## config.mk

```make
export PLATFORM = sky130hd
export DESIGN_NAME = cmd_frame_serializer_flat
export DESIGN_NICKNAME = d
export VERILOG_FILES = /design/src/rtl/cmd_frame_serializer_if.sv /design/src/rtl/cmd_frame_serializer.sv /design/src/flat_wrapper.sv
export SDC_FILE = /design/constraint.sdc
export NUM_CORES = 1
export LEC_CHECK = 0
export ABC_AREA = 1
export BUFFER_PORTS_ARGS = -buffer_cell sky130_fd_sc_hd__buf_2
export CAP_MARGIN = 20
export CORE_MARGIN = 5
export CORE_UTILIZATION = 30
export CTS_CLUSTER_DIAMETER = 150
export DETAILED_ROUTE_END_ITERATION = 8
export SETUP_SLACK_MARGIN = 0.4
export SLEW_MARGIN = 10
export SYNTH_ARGS = -nofsm -noshare
export SYNTH_HDL_FRONTEND = slang
export SYNTH_SLANG_ARGS = --single-unit
```

## constraint.sdc

```tcl
create_clock -name CMD_CLK -period 1.57 [get_ports CMD_CLK]
set_input_delay 0.314 -clock CMD_CLK [delete_from_list [all_inputs] [get_ports CMD_CLK]]
set_output_delay 0.314 -clock CMD_CLK [all_outputs]
set_load 0.005 [all_outputs]
```

## src/rtl/cmd_frame_serializer_if.sv

```systemverilog
// Command-word handshake between the command source and the frame serializer.
// The source drives a word and valid; the serializer pulses ready when it takes the word.
interface cmd_frame_serializer_if;
  logic [15:0] DATA_IN;
  logic        DATA_VALID;
  logic        DATA_READY;

  modport master (output DATA_IN, output DATA_VALID, input DATA_READY);
  modport slave  (input DATA_IN, input DATA_VALID, output DATA_READY);
endinterface

```

## src/rtl/cmd_frame_serializer.sv

```systemverilog
// MSB-first 16-bit command frame serializer feeding LVDS_CMD.
// Emits init SYNCs after reset, forced periodic SYNCs, data words, and IDLE fill.
module cmd_frame_serializer #(
  parameter logic [15:0] SYNC_WORD   = 16'h817E,
  parameter logic [15:0] IDLE_WORD   = 16'hAAAA,
  parameter int unsigned SYNC_PERIOD = 32,
  parameter int unsigned INIT_SYNCS  = 8
) (
  input  logic                   CMD_CLK,
  input  logic                   RST,
  cmd_frame_serializer_if.slave  cmd,
  output logic                   CMD_OUT,
  output logic                   FRAME_START,
  output logic [1:0]             FRAME_TYPE,
  output logic                   INIT_DONE,
  output logic                   BUSY
);

  localparam int unsigned CNT_W = 8;
  localparam int unsigned BIT_W = 4;
  localparam logic [1:0]  TYPE_IDLE = 2'd0;
  localparam logic [1:0]  TYPE_SYNC = 2'd1;
  localparam logic [1:0]  TYPE_DATA = 2'd2;

  logic [15:0]      shreg_q, shreg_d;
  logic [BIT_W-1:0] bit_cnt_q, bit_cnt_d;
  logic [CNT_W-1:0] sync_cnt_q, sync_cnt_d;
  logic [CNT_W-1:0] init_cnt_q, init_cnt_d;
  logic [1:0]       frame_type_q, frame_type_d;
  logic             frame_start_q, frame_start_d;
  logic             init_done_q, init_done_d;
  logic             busy_q, busy_d;

  logic boundary_c, init_sel_c, force_sel_c, data_sel_c;

  // Frame selection terms, evaluated only at the frame boundary.
  always_comb begin
    boundary_c  = (bit_cnt_q == BIT_W'(15));
    init_sel_c  = (init_cnt_q < CNT_W'(INIT_SYNCS));
    force_sel_c = (sync_cnt_q >= CNT_W'(SYNC_PERIOD - 1));
    data_sel_c  = boundary_c && !init_sel_c && !force_sel_c && cmd.DATA_VALID;
  end

  assign cmd.DATA_READY = data_sel_c;

  // Next-state: shift within a frame, load a new frame at the boundary.
  always_comb begin
    shreg_d       = {shreg_q[14:0], 1'b0};
    bit_cnt_d     = bit_cnt_q + BIT_W'(1);
    sync_cnt_d    = sync_cnt_q;
    init_cnt_d    = init_cnt_q;
    frame_type_d  = frame_type_q;
    frame_start_d = 1'b0;
    init_done_d   = init_done_q;
    if (boundary_c) begin
      bit_cnt_d     = '0;
      frame_start_d = 1'b1;
      if (init_sel_c) begin
        shreg_d      = SYNC_WORD;
        frame_type_d = TYPE_SYNC;
        sync_cnt_d   = '0;
        init_cnt_d   = init_cnt_q + CNT_W'(1);
      end else begin
        init_done_d = 1'b1;
        if (force_sel_c) begin
          shreg_d      = SYNC_WORD;
          frame_type_d = TYPE_SYNC;
          sync_cnt_d   = '0;
        end else if (data_sel_c) begin
          shreg_d      = cmd.DATA_IN;
          frame_type_d = TYPE_DATA;
          sync_cnt_d   = sync_cnt_q + CNT_W'(1);
        end else begin
          shreg_d      = IDLE_WORD;
          frame_type_d = TYPE_IDLE;
          sync_cnt_d   = sync_cnt_q + CNT_W'(1);
        end
      end
    end
    busy_d = (frame_type_d == TYPE_DATA);
  end

  // Reset parks bit_cnt at 15 so the first edge after release starts a clean frame.
  always_ff @(posedge CMD_CLK or posedge RST) begin
    if (RST) begin
      shreg_q       <= '0;
      bit_cnt_q     <= BIT_W'(15);
      sync_cnt_q    <= '0;
      init_cnt_q    <= '0;
      frame_type_q  <= TYPE_IDLE;
      frame_start_q <= 1'b0;
      init_done_q   <= 1'b0;
      busy_q        <= 1'b0;
    end else begin
      shreg_q       <= shreg_d;
      bit_cnt_q     <= bit_cnt_d;
      sync_cnt_q    <= sync_cnt_d;
      init_cnt_q    <= init_cnt_d;
      frame_type_q  <= frame_type_d;
      frame_start_q <= frame_start_d;
      init_done_q   <= init_done_d;
      busy_q        <= busy_d;
    end
  end

  assign CMD_OUT     = shreg_q[15];
  assign FRAME_START = frame_start_q;
  assign FRAME_TYPE  = frame_type_q;
  assign INIT_DONE   = init_done_q;
  assign BUSY        = busy_q;

endmodule

```

## src/flat_wrapper.sv

```systemverilog
// flat-port wrapper written by rule: the top's interface ports become plain ports
module cmd_frame_serializer_flat 
#(
  parameter logic [15:0] SYNC_WORD   = 16'h817E,
  parameter logic [15:0] IDLE_WORD   = 16'hAAAA,
  parameter int unsigned SYNC_PERIOD = 32,
  parameter int unsigned INIT_SYNCS  = 8
)
  (CMD_CLK, RST, CMD_OUT, FRAME_START, FRAME_TYPE, INIT_DONE, BUSY, cmd_DATA_IN, cmd_DATA_VALID, cmd_DATA_READY);
  cmd_frame_serializer_if cmd_i ();
  input  logic CMD_CLK;
  input  logic RST;
  output logic CMD_OUT;
  output logic FRAME_START;
  output logic [1:0] FRAME_TYPE;
  output logic INIT_DONE;
  output logic BUSY;
  input wire logic [$bits(cmd_i.DATA_IN)-1:0] cmd_DATA_IN;
  input wire logic [$bits(cmd_i.DATA_VALID)-1:0] cmd_DATA_VALID;
  output wire logic [$bits(cmd_i.DATA_READY)-1:0] cmd_DATA_READY;
  assign cmd_i.DATA_IN = cmd_DATA_IN;
  assign cmd_i.DATA_VALID = cmd_DATA_VALID;
  assign cmd_DATA_READY = cmd_i.DATA_READY;
  cmd_frame_serializer #(.SYNC_WORD(SYNC_WORD), .IDLE_WORD(IDLE_WORD), .SYNC_PERIOD(SYNC_PERIOD), .INIT_SYNCS(INIT_SYNCS)) u_core (.CMD_CLK(CMD_CLK), .RST(RST), .cmd(cmd_i), .CMD_OUT(CMD_OUT), .FRAME_START(FRAME_START), .FRAME_TYPE(FRAME_TYPE), .INIT_DONE(INIT_DONE), .BUSY(BUSY));
endmodule
```

* After elaboration in Yosys (flattened, before gate mapping)
Index checks and enable logic that the tools add are counted.
** Word-level totals
- Logic and storage cells :: 35
- Input port bits :: 19
- Register bits :: 41
** Operators by class
- Mux-type cells :: 12
- Reduce and logical (&&, ||, !) cells :: 7
- Equality and inequality tests :: 2
- Bitwise logic cells :: 1
- $lt $le $gt $ge :: 2
- $add $sub $neg :: 3
** Operators with widths (number)
- $mux 16 :: 4
- $add 8x1->8 const B :: 2
- $mux 8 :: 2
- $ge 8x5->1 const B :: 1
- $lt 8x4->1 const B :: 1
- $mux 2 :: 4
- $add 4x1->4 const B :: 1
- $eq 4x4->1 const B :: 1
- $mux 4 :: 1
- $reduce_and 2->1 :: 2
- $logic_and 1x1->1 :: 3
- $eq 2x2->1 const B :: 1
- $logic_not 1->1 :: 2
- $mux 1 :: 1
- $not 1->1 :: 1

* Logic depth before layout (Yosys ltp)
Gate-level depths: netlist of run 1.
- Depth after elaboration :: 10
- Gate-level depth with buffers :: 10
- Gate-level depth less buffers :: 9

* Least setup slack after synthesis of run 1
Ideal clock, no wire load.
- Path type :: reg2out
- From :: reg u_core.bit_cnt_q[0]
- To :: out cmd_DATA_READY
- Required time :: 1.256 ns
- Buffers on the path :: 0
- Slack :: 0.022 ns
- Arrival :: 1.234 ns
- Stages on the path, launching flop included :: 6
- Cell sequence :: dfstp_2 ha_1 nand2_2 nor2_8 nand4_1 inv_1
** Between the ends
- Cells in the longest elaborated chain, start to end :: 4
** RTL lines
- from (decl) :: line cmd_frame_serializer.sv:26 : logic [BIT_W-1:0] bit_cnt_q, bit_cnt_d;
- from (signal assigned) :: line cmd_frame_serializer.sv:96 : bit_cnt_q <= bit_cnt_d;
- $eq 4x4->1 :: line cmd_frame_serializer.sv:38 : boundary_c = (bit_cnt_q == BIT_W'(15));
- $logic_and 1x1->1 (3 in a row) :: line cmd_frame_serializer.sv:41 : data_sel_c = boundary_c && !init_sel_c && !force_sel_c && cmd.DATA_VALID;
- to (decl) :: line flat_wrapper.sv:20 : output wire logic [$bits(cmd_i.DATA_READY)-1:0] cmd_DATA_READY;
Every way passes these cells.

* Final worst setup path of run 1
Same ends and word-level chain as after synthesis.

==> run summary, run 1 <==
Top cells by area, synth: dfrtp_1, nand2_1, inv_1
Layout net count: 253
Post-synth top cells: nand2_1, dfrtp_1, inv_1, o21ai_0, o21ai_1
Initial DRC count: 25
Yosys warnings: 0
Largest net degree at the start of global routing: 22
ANT cells: 0
DRC errors left: 0
Row count: 28
P&R area growth vs syn: 31.65%
Clock-pin slew on the worst setup and hold paths: 0.08 ns
Hold-fix buffer count after cts: 0
Final setup viols: 31
Synth Area in Compound Gates: 5.345%
Hold crit path type: input pin to asynchronous set/reset pin
CTS tree: built
Final wirelength: 3354 um
Worst setup EP type: primary output
Antenna-violating nets left: 0
CP startpoint: u_core.bit_cnt_q[0]$_DFF_PP1_
Die H: 87.01 um
Routed length per instance: 10.96 um
CTS H-tree depth: 2
Die X: 87.01 um
Final worst-path setup slack: -0.1759 ns
Final period utilization: 111.2%
Slew headroom: 67.78%
Post-route minimum period: 1.746 ns
Register area share after synthesis: 57.95%
Critical path arrival: 1.43 ns
Avg Cell Area, Syn: 9.566 sq um
Required time worst endpoint: 1.26 ns
Dpl hpwl: 2292 um
Peak Freq: 572.8 MHz
CTS root buf: clkbuf_8
Yosys reg bits: 41
Initial antenna violation count: 0
Placed cells: 284
Final Hold Viols: 0
Via count: 1299
Initial core utilization: 30.41%
Status: finished, violations left
Largest stage delay, worst path: 0.56 ns
Boundary Pins: 26
IO Port Bufs: 25
Critical path buffers and inverters: 2
GP Congestion: 0.7776
Worst path slowest cell: dfstp_2
Clock Latency Late Sink: 0.28 ns
Cells after Synth: 186
Post-Synth XOR/XNOR Area: 2.954%
Placeable Area: 5851 sq um
GRT Total Usage: 9.506%
Final clock skew: 0.007755 ns
CP delay by family, top: flip-flops
Simple logic cell fraction of the synthesized area: 22.22%
Worst slew pin tran: 0.4823 ns
CTS buffer count: 5
Die area: 7571 sq um
Non-Filler Instances: 306
Synth Cell Area: 1779 sq um
Syn nets: 208
Failing checks: setup timing
First-pass GRT wire length: 5733 um
Share of synthesized cell area in full adder, half adder and majority cells: 2.110%
Worst Path Max Fanout: 2
Number of max-cap violations: 0
Area leader, netlist: dfrtp_1
RSZ-0062 raised after global routing: yes
P_leak: 0.001270 uW
Filler cells: 573
Most frequent cell after synthesis: nand2_1
Layout cell share with drive strength beyond 1: 41.56%
Largest family of logic cells by synthesized area: simple AND/OR/NAND/NOR gates
Post-synth ARST share: 100.0%
Multiplexer share of the synthesized area: 0%
Cell Chain, Critical Path: ha_4, nand2_4, nor2_8, nand4_1, inv_1, buf_2
EDFF count, synth: 0
Overflow after GRT: 0
Top FF cell, synth: dfrtp_1
CP Launch Type: flop
CTS Sinks: 41
Deepest clock path buffer count: 2
Synth top area share: 52.04%
Setup Crit Path Kind: flop to primary output
Setup TNS: -3.245 ns
Multi-input gate area: 666.9 sq um
Peak VDD IR: 439.2 uV
Worst r2r src: u_core.bit_cnt_q[0]$_DFF_PP1_
FF/Latch Area: 1031 sq um
Power per cell area: 822.8 nW/um^2
Final Slew Violations: 0
Vias in the first global route: 1269
Synth unique cells: 24
Drt pass-1 iters: 4
Vias/cell: 4.245
-- state kept, by name, indices dropped and copies added (netlist names) --
name,flops
u_core.FRAME_START,1
u_core.INIT_DONE,1
u_core.init_cnt_q,8
u_core.sync_cnt_q,8
u_core.bit_cnt_q,4
u_core.FRAME_TYPE,2
u_core.BUSY,1
u_core.shreg_q,16
-- area by class of cell --
class / count / area share (%)
sequential: 41 / 44.02
multi-input combinational: 105 / 28.47
timing repair buffer: 45 / 13.30
inverter: 33 / 5.769
tap: 75 / 4.006
clock buffer: 5 / 2.938
clock inverter: 2 / 1.496
-- where the power goes --
part	switching, uW	internal (uW)
sequential	0	1060
clock	346	462
combinational	39.4	23.8
total	386	1540
-- cells by family after synthesis --
logic type	after synthesis
buffers and inverters	41
DFF	41
xor gates and xnor gates	6
and+or+nand+nor	76
adders and majority gates	3
AOI/OAI and AO/OA	19
-- worst register-to-register path, stage by stage, from the launching register on --
cell     delay [ns]
dfstp_2        0.39
ha_4           0.16
nand2_4        0.08
nor2_8         0.03
buf_4          0.13
buf_6          0.10
buf_6          0.12
buf_4          0.13
buf_8          0.13
or2_2          0.27
nand2_1        0.07
inv_1          0.04
-- metal layers --
layer / share of wire (%) / vias to the layer above / track usage, %
met5: 0 / - / 0
met4: 0.45 / 0 / 1.700
met3: 4.9 / 2 / 3.217
met2: 47 / 27 / 15.18
met1: 47 / 623 / 12.65
li1: - / 647 / -
-- metrics by stage --
step	setup WS, ns	power (uW)	utilization [%]	instance area (sq um)	hold slack (ns)
after global routing	-0.2622	1996	40.03	2342	0.08355
after global placement	0.04966	1141	34.79	2036	0.3655
after CTS	-0.2150	1955	38.73	2266	0.05991
after floorplan	0.08384	1105	-	1805	0.2977
final	-0.1759	1927	40.03	2342	0.04541
after detailed placement	-0.01577	1141	34.79	2036	0.3662
-- what timing repair did --
action	CTS	global route
gates resized for setup	18	13
cloned	2	0
setup endpoints to repair	35	35
pin swaps	9	8
setup buffers	8	5
-- layout by cell type (no fill, tap or decap) --
cell type,instances
nand2_1,41
dfrtp_1,37
inv_1,27
buf_2,26
buf_4,12
o21ai_1,9
nor2_1,7
o21ai_2,7
nand3_2,5
clkbuf_8,5
buf_6,5
or2_2,4
nand2_2,4
xor2_1,4
dfstp_2,4
inv_2,3
nand2_4,3
or2_4,3
nand3_1,3
nor2_8,2
nand4_1,2
o21ai_0,2
xnor2_1,2
nor2_4,2
inv_4,1
inv_6,1
nor2_2,1
a21oi_2,1
clkinvlp_4,1
ha_2,1
ha_4,1
ha_1,1
bufinv_16,1
clkinv_2,1
buf_8,1
buf_12,1
-- worst paths after layout --
kind / to / slack, ns / depth (start not counted)
hold / removal: u_core.sync_cnt_q[4]$_DFFE_PP0N_ / 0.05 / 2
setup reg to reg: u_core.shreg_q[15]$_DFF_PP0_ / -0.17 / 11
setup / recovery: cmd_DATA_READY / -0.18 / 6
hold reg to reg: u_core.init_cnt_q[6]$_DFFE_PP0P_ / 0.38 / 0
min in group CMD_CLK: u_core.shreg_q[0]$_DFF_PP0_ / 0.23 / 3
max in group asynchronous: u_core.sync_cnt_q[2]$_DFFE_PP0N_ / 1.07 / 3
No activity file was read; power rests on OpenSTA's default activity.
==> run 2: changes to the inputs <==
--- a/config.mk
+++ b/config.mk
@@ -8,6 +8,7 @@
 export ABC_AREA = 1
 export BUFFER_PORTS_ARGS = -buffer_cell sky130_fd_sc_hd__buf_2
 export CAP_MARGIN = 20
+export CORE_ASPECT_RATIO = 1.5
 export CORE_MARGIN = 5
 export CORE_UTILIZATION = 30
 export CTS_CLUSTER_DIAMETER = 150
==> run 2 against run 1 <==
  * The flow still finishes with violations (setup timing)
  * Fmax is 2.9% lower
  * Sequential power about the same
  * Utilization rose by 2.7 points
  * Critical path type is now flop to flop
  * Highest routed layer unchanged
==> run summary, run 2 (synthesis results as in run 1) <==
Status: finished, violations left (unchanged)
Failing checks: setup timing (unchanged)
Cells on worst reg2reg path: 12 (was 11)
Peak VDD IR: 615.7 uV (was 439.2 uV)
Hold Startpoint: cmd_DATA_IN[0]
Layout cell share with drive strength beyond 1: 48.13% (was 41.56%)
Vias/cell: 4.224 (was 4.245)
RSZ-0062 raised after global routing: yes (unchanged)
P&R area growth vs syn: 38.89% (was 31.65%)
Cell Chain, Critical Path: ha_4, nand2_4, nor2_8, buf_6, buf_6, buf_6, nand2_8, nor2_8, buf_12, nand2_1, o21ai_1, inv_1 (was ha_4, nand2_4, nor2_8, nand4_1, inv_1, buf_2)
Commonest non-fill, non-tap cells in the layout: dfrtp_1, nand2_1, inv_1, buf_2, buf_4 (was nand2_1, dfrtp_1, inv_1, buf_2, buf_4)
Final Slew Violations: 0 (unchanged)
Die area: 7603 sq um (was 7571 sq um)
GRT Total Usage: 10.30% (was 9.506%)
Final wirelength: 3519 um (was 3354 um)
GP Congestion: 0.7695 (was 0.7776)
CP most frequent cell: buf_6
CTS H-tree depth: 2 (unchanged)
DRC errors left: 0 (unchanged)
Largest net degree at the start of global routing: 20 (was 22)
Largest regs: u_core.shreg_q x16, u_core.init_cnt_q x8, u_core.sync_cnt_q x8 (unchanged)
Overflow after GRT: 0 (unchanged)
Via count: 1322 (was 1299)
Worst Path Max Fanout: 7 (was 2)
Final worst-path setup slack: -0.2278 ns (was -0.1759 ns)
Number of max-cap violations: 0 (unchanged)
Deepest clock path buffer count: 2 (unchanged)
Worst path slowest cell: dfstp_2 (unchanged)
Final Hold Viols: 0 (unchanged)
CP startpoint: u_core.bit_cnt_q[1]$_DFF_PP1_ (was u_core.bit_cnt_q[0]$_DFF_PP1_)
Clock Latency Late Sink: 0.29 ns (was 0.28 ns)
Total Power: 1771 uW (was 1927 uW)
CTS tree: built (unchanged)
ANT cells: 0 (unchanged)
P_leak: 0.001305 uW (was 0.001270 uW)
Antenna-violating nets left: 0 (unchanged)
Critical path buffers and inverters: 5 (was 2)
Drt pass-1 iters: 4 (unchanged)
Final core utilization: 42.71% (was 40.03%)
Boundary Pins: 26 (unchanged)
Layout net count: 262 (was 253)
First-pass GRT wire length: 6168 um (was 5733 um)
IO Port Bufs: 25 (unchanged)
Critical path depth: 12 (was 6)
FF/Latch Area: 1031 sq um (unchanged)
Post-route minimum period: 1.798 ns (was 1.746 ns)
Row count: 34 (was 28)
Most common cell after layout, fill and taps aside: dfrtp_1 (was nand2_1)
Biggest register: u_core.shreg_q (unchanged)
Initial antenna violation count: 0 (unchanged)
CTS root buf: clkbuf_8 (unchanged)
Final period utilization: 114.5% (was 111.2%)
Placeable Area: 5786 sq um (was 5851 sq um)
Final clock skew: 0.004107 ns (was 0.007755 ns)
CTS buffer count: 5 (unchanged)
Multi-input gate area: 704.4 sq um (was 666.9 sq um)
WHS: 0.2242 ns (was 0.04541 ns)
Peak Freq: 556.2 MHz (was 572.8 MHz)
Vias in the first global route: 1360 (was 1269)
Die X: 72.88 um (was 87.01 um)
Setup Crit Path Kind: flop to flop (was flop to primary output)
Clock-pin slew on the worst setup and hold paths: 0.07 ns (was 0.08 ns)
CTS Sinks: 41 (unchanged)
Setup WS pre-CTS: -0.0009497 ns (was -0.01577 ns)
Final setup viols: 32 (was 31)
Worst r2r src: u_core.bit_cnt_q[1]$_DFF_PP1_ (was u_core.bit_cnt_q[0]$_DFF_PP1_)
Routed length per instance: 11.24 um (was 10.96 um)
Initial core utilization: 30.75% (was 30.41%)
Worst setup EP type: flop (was primary output)
Dpl hpwl: 2370 um (was 2292 um)
Slew headroom: 81.02% (was 67.78%)
Largest stage delay, worst path: 0.56 ns (about the same)
Required time worst endpoint: 1.75 ns (was 1.26 ns)
Worst slew pin tran: 0.2841 ns (was 0.4823 ns)
CP delay by family, top: flip-flops (unchanged)
Setup TNS: -4.861 ns (was -3.245 ns)
Critical path arrival: 1.98 ns (was 1.43 ns)
Die H: 104.3 um (was 87.01 um)
Max reg flops: 16 (unchanged)
Hold crit path type: input pin to flop (was input pin to asynchronous set/reset pin)
CP Launch Type: flop (unchanged)
Worst hold stages: 3
Initial DRC count: 66 (was 25)
Power per cell area: 716.6 nW/um^2 (was 822.8 nW/um^2)
Filler cells: 582 (was 573)
run 2: per-stage QoR:
stage / area, sq um / instances
after global routing: 2471 / 313
final: 2471 / 313
after floorplan: 1805 / 186
after CTS: 2330 / 307
after global placement: 2082 / 286
after detailed placement: 2082 / 286
run 2: worst register-to-register path: cells and delay by family (launching register included):
family / cells / cell delay [ns]
buffers and inverters: 5 / 0.49
adder cells (fa/ha/maj): 1 / 0.15
AND/OR/NAND/NOR: 5 / 0.44
flip-flops: 1 / 0.56
AO/OA/AOI/OAI: 1 / 0.07
run 2: cell type report:
cell class | count | area share, %
clock buffer | 6 | 2.937
clock inverter | 2 | 0.4051
inverter | 33 | 5.671
sequential | 41 | 41.72
tap | 72 | 3.646
timing repair buffer | 55 | 17.11
multi-input combinational | 104 | 28.51
run 2: layer usage:
layer / routed length (um) / vias up / GRT usage, % / share of wire [%]
li1: - / 663 / - / -
met5: 0 / - / 0 / 0
met4: 61 / 0 / 4.354 / 1.7
met2: 1812 / 23 / 16.15 / 51
met3: 178 / 7 / 3.385 / 5.1
met1: 1467 / 629 / 12.74 / 42
run 2: report_power, final:
group / leakage, uW / switching [uW] / internal (uW) / total, uW
clock: 0.0000450 / 340 / 308 / 648
combinational: 0.000751 / 40.1 / 27.1 / 67.2
sequential: 0.000509 / 0 / 1060 / 1060
total: 0.00131 / 380 / 1390 / 1770
run 2: worst paths after layout:
| path | endpoint | slack, ns |
|---|---|---|
| min in group asynchronous | u_core.FRAME_TYPE[0]$_DFF_PP0_ | 0.52 |
| min reg2reg | u_core.init_cnt_q[6]$_DFFE_PP0P_ | 0.38 |
| min | u_core.shreg_q[0]$_DFF_PP0_ | 0.22 |
| max | u_core.shreg_q[4]$_DFF_PP0_ | -0.23 |
| max reg2reg | u_core.shreg_q[4]$_DFF_PP0_ | -0.23 |
| max in group asynchronous | u_core.shreg_q[8]$_DFF_PP0_ | 0.61 |
run 2: what timing repair did:
action | in CTS | in global routing
cloned | 1 | 0
gates resized for setup | 27 | 27
setup buffers | 11 | 6
setup endpoints to repair | 34 | 36
hold endpoints to repair | 6 | 0
hold buffers | 1 | 0
pin swaps | 11 | 14
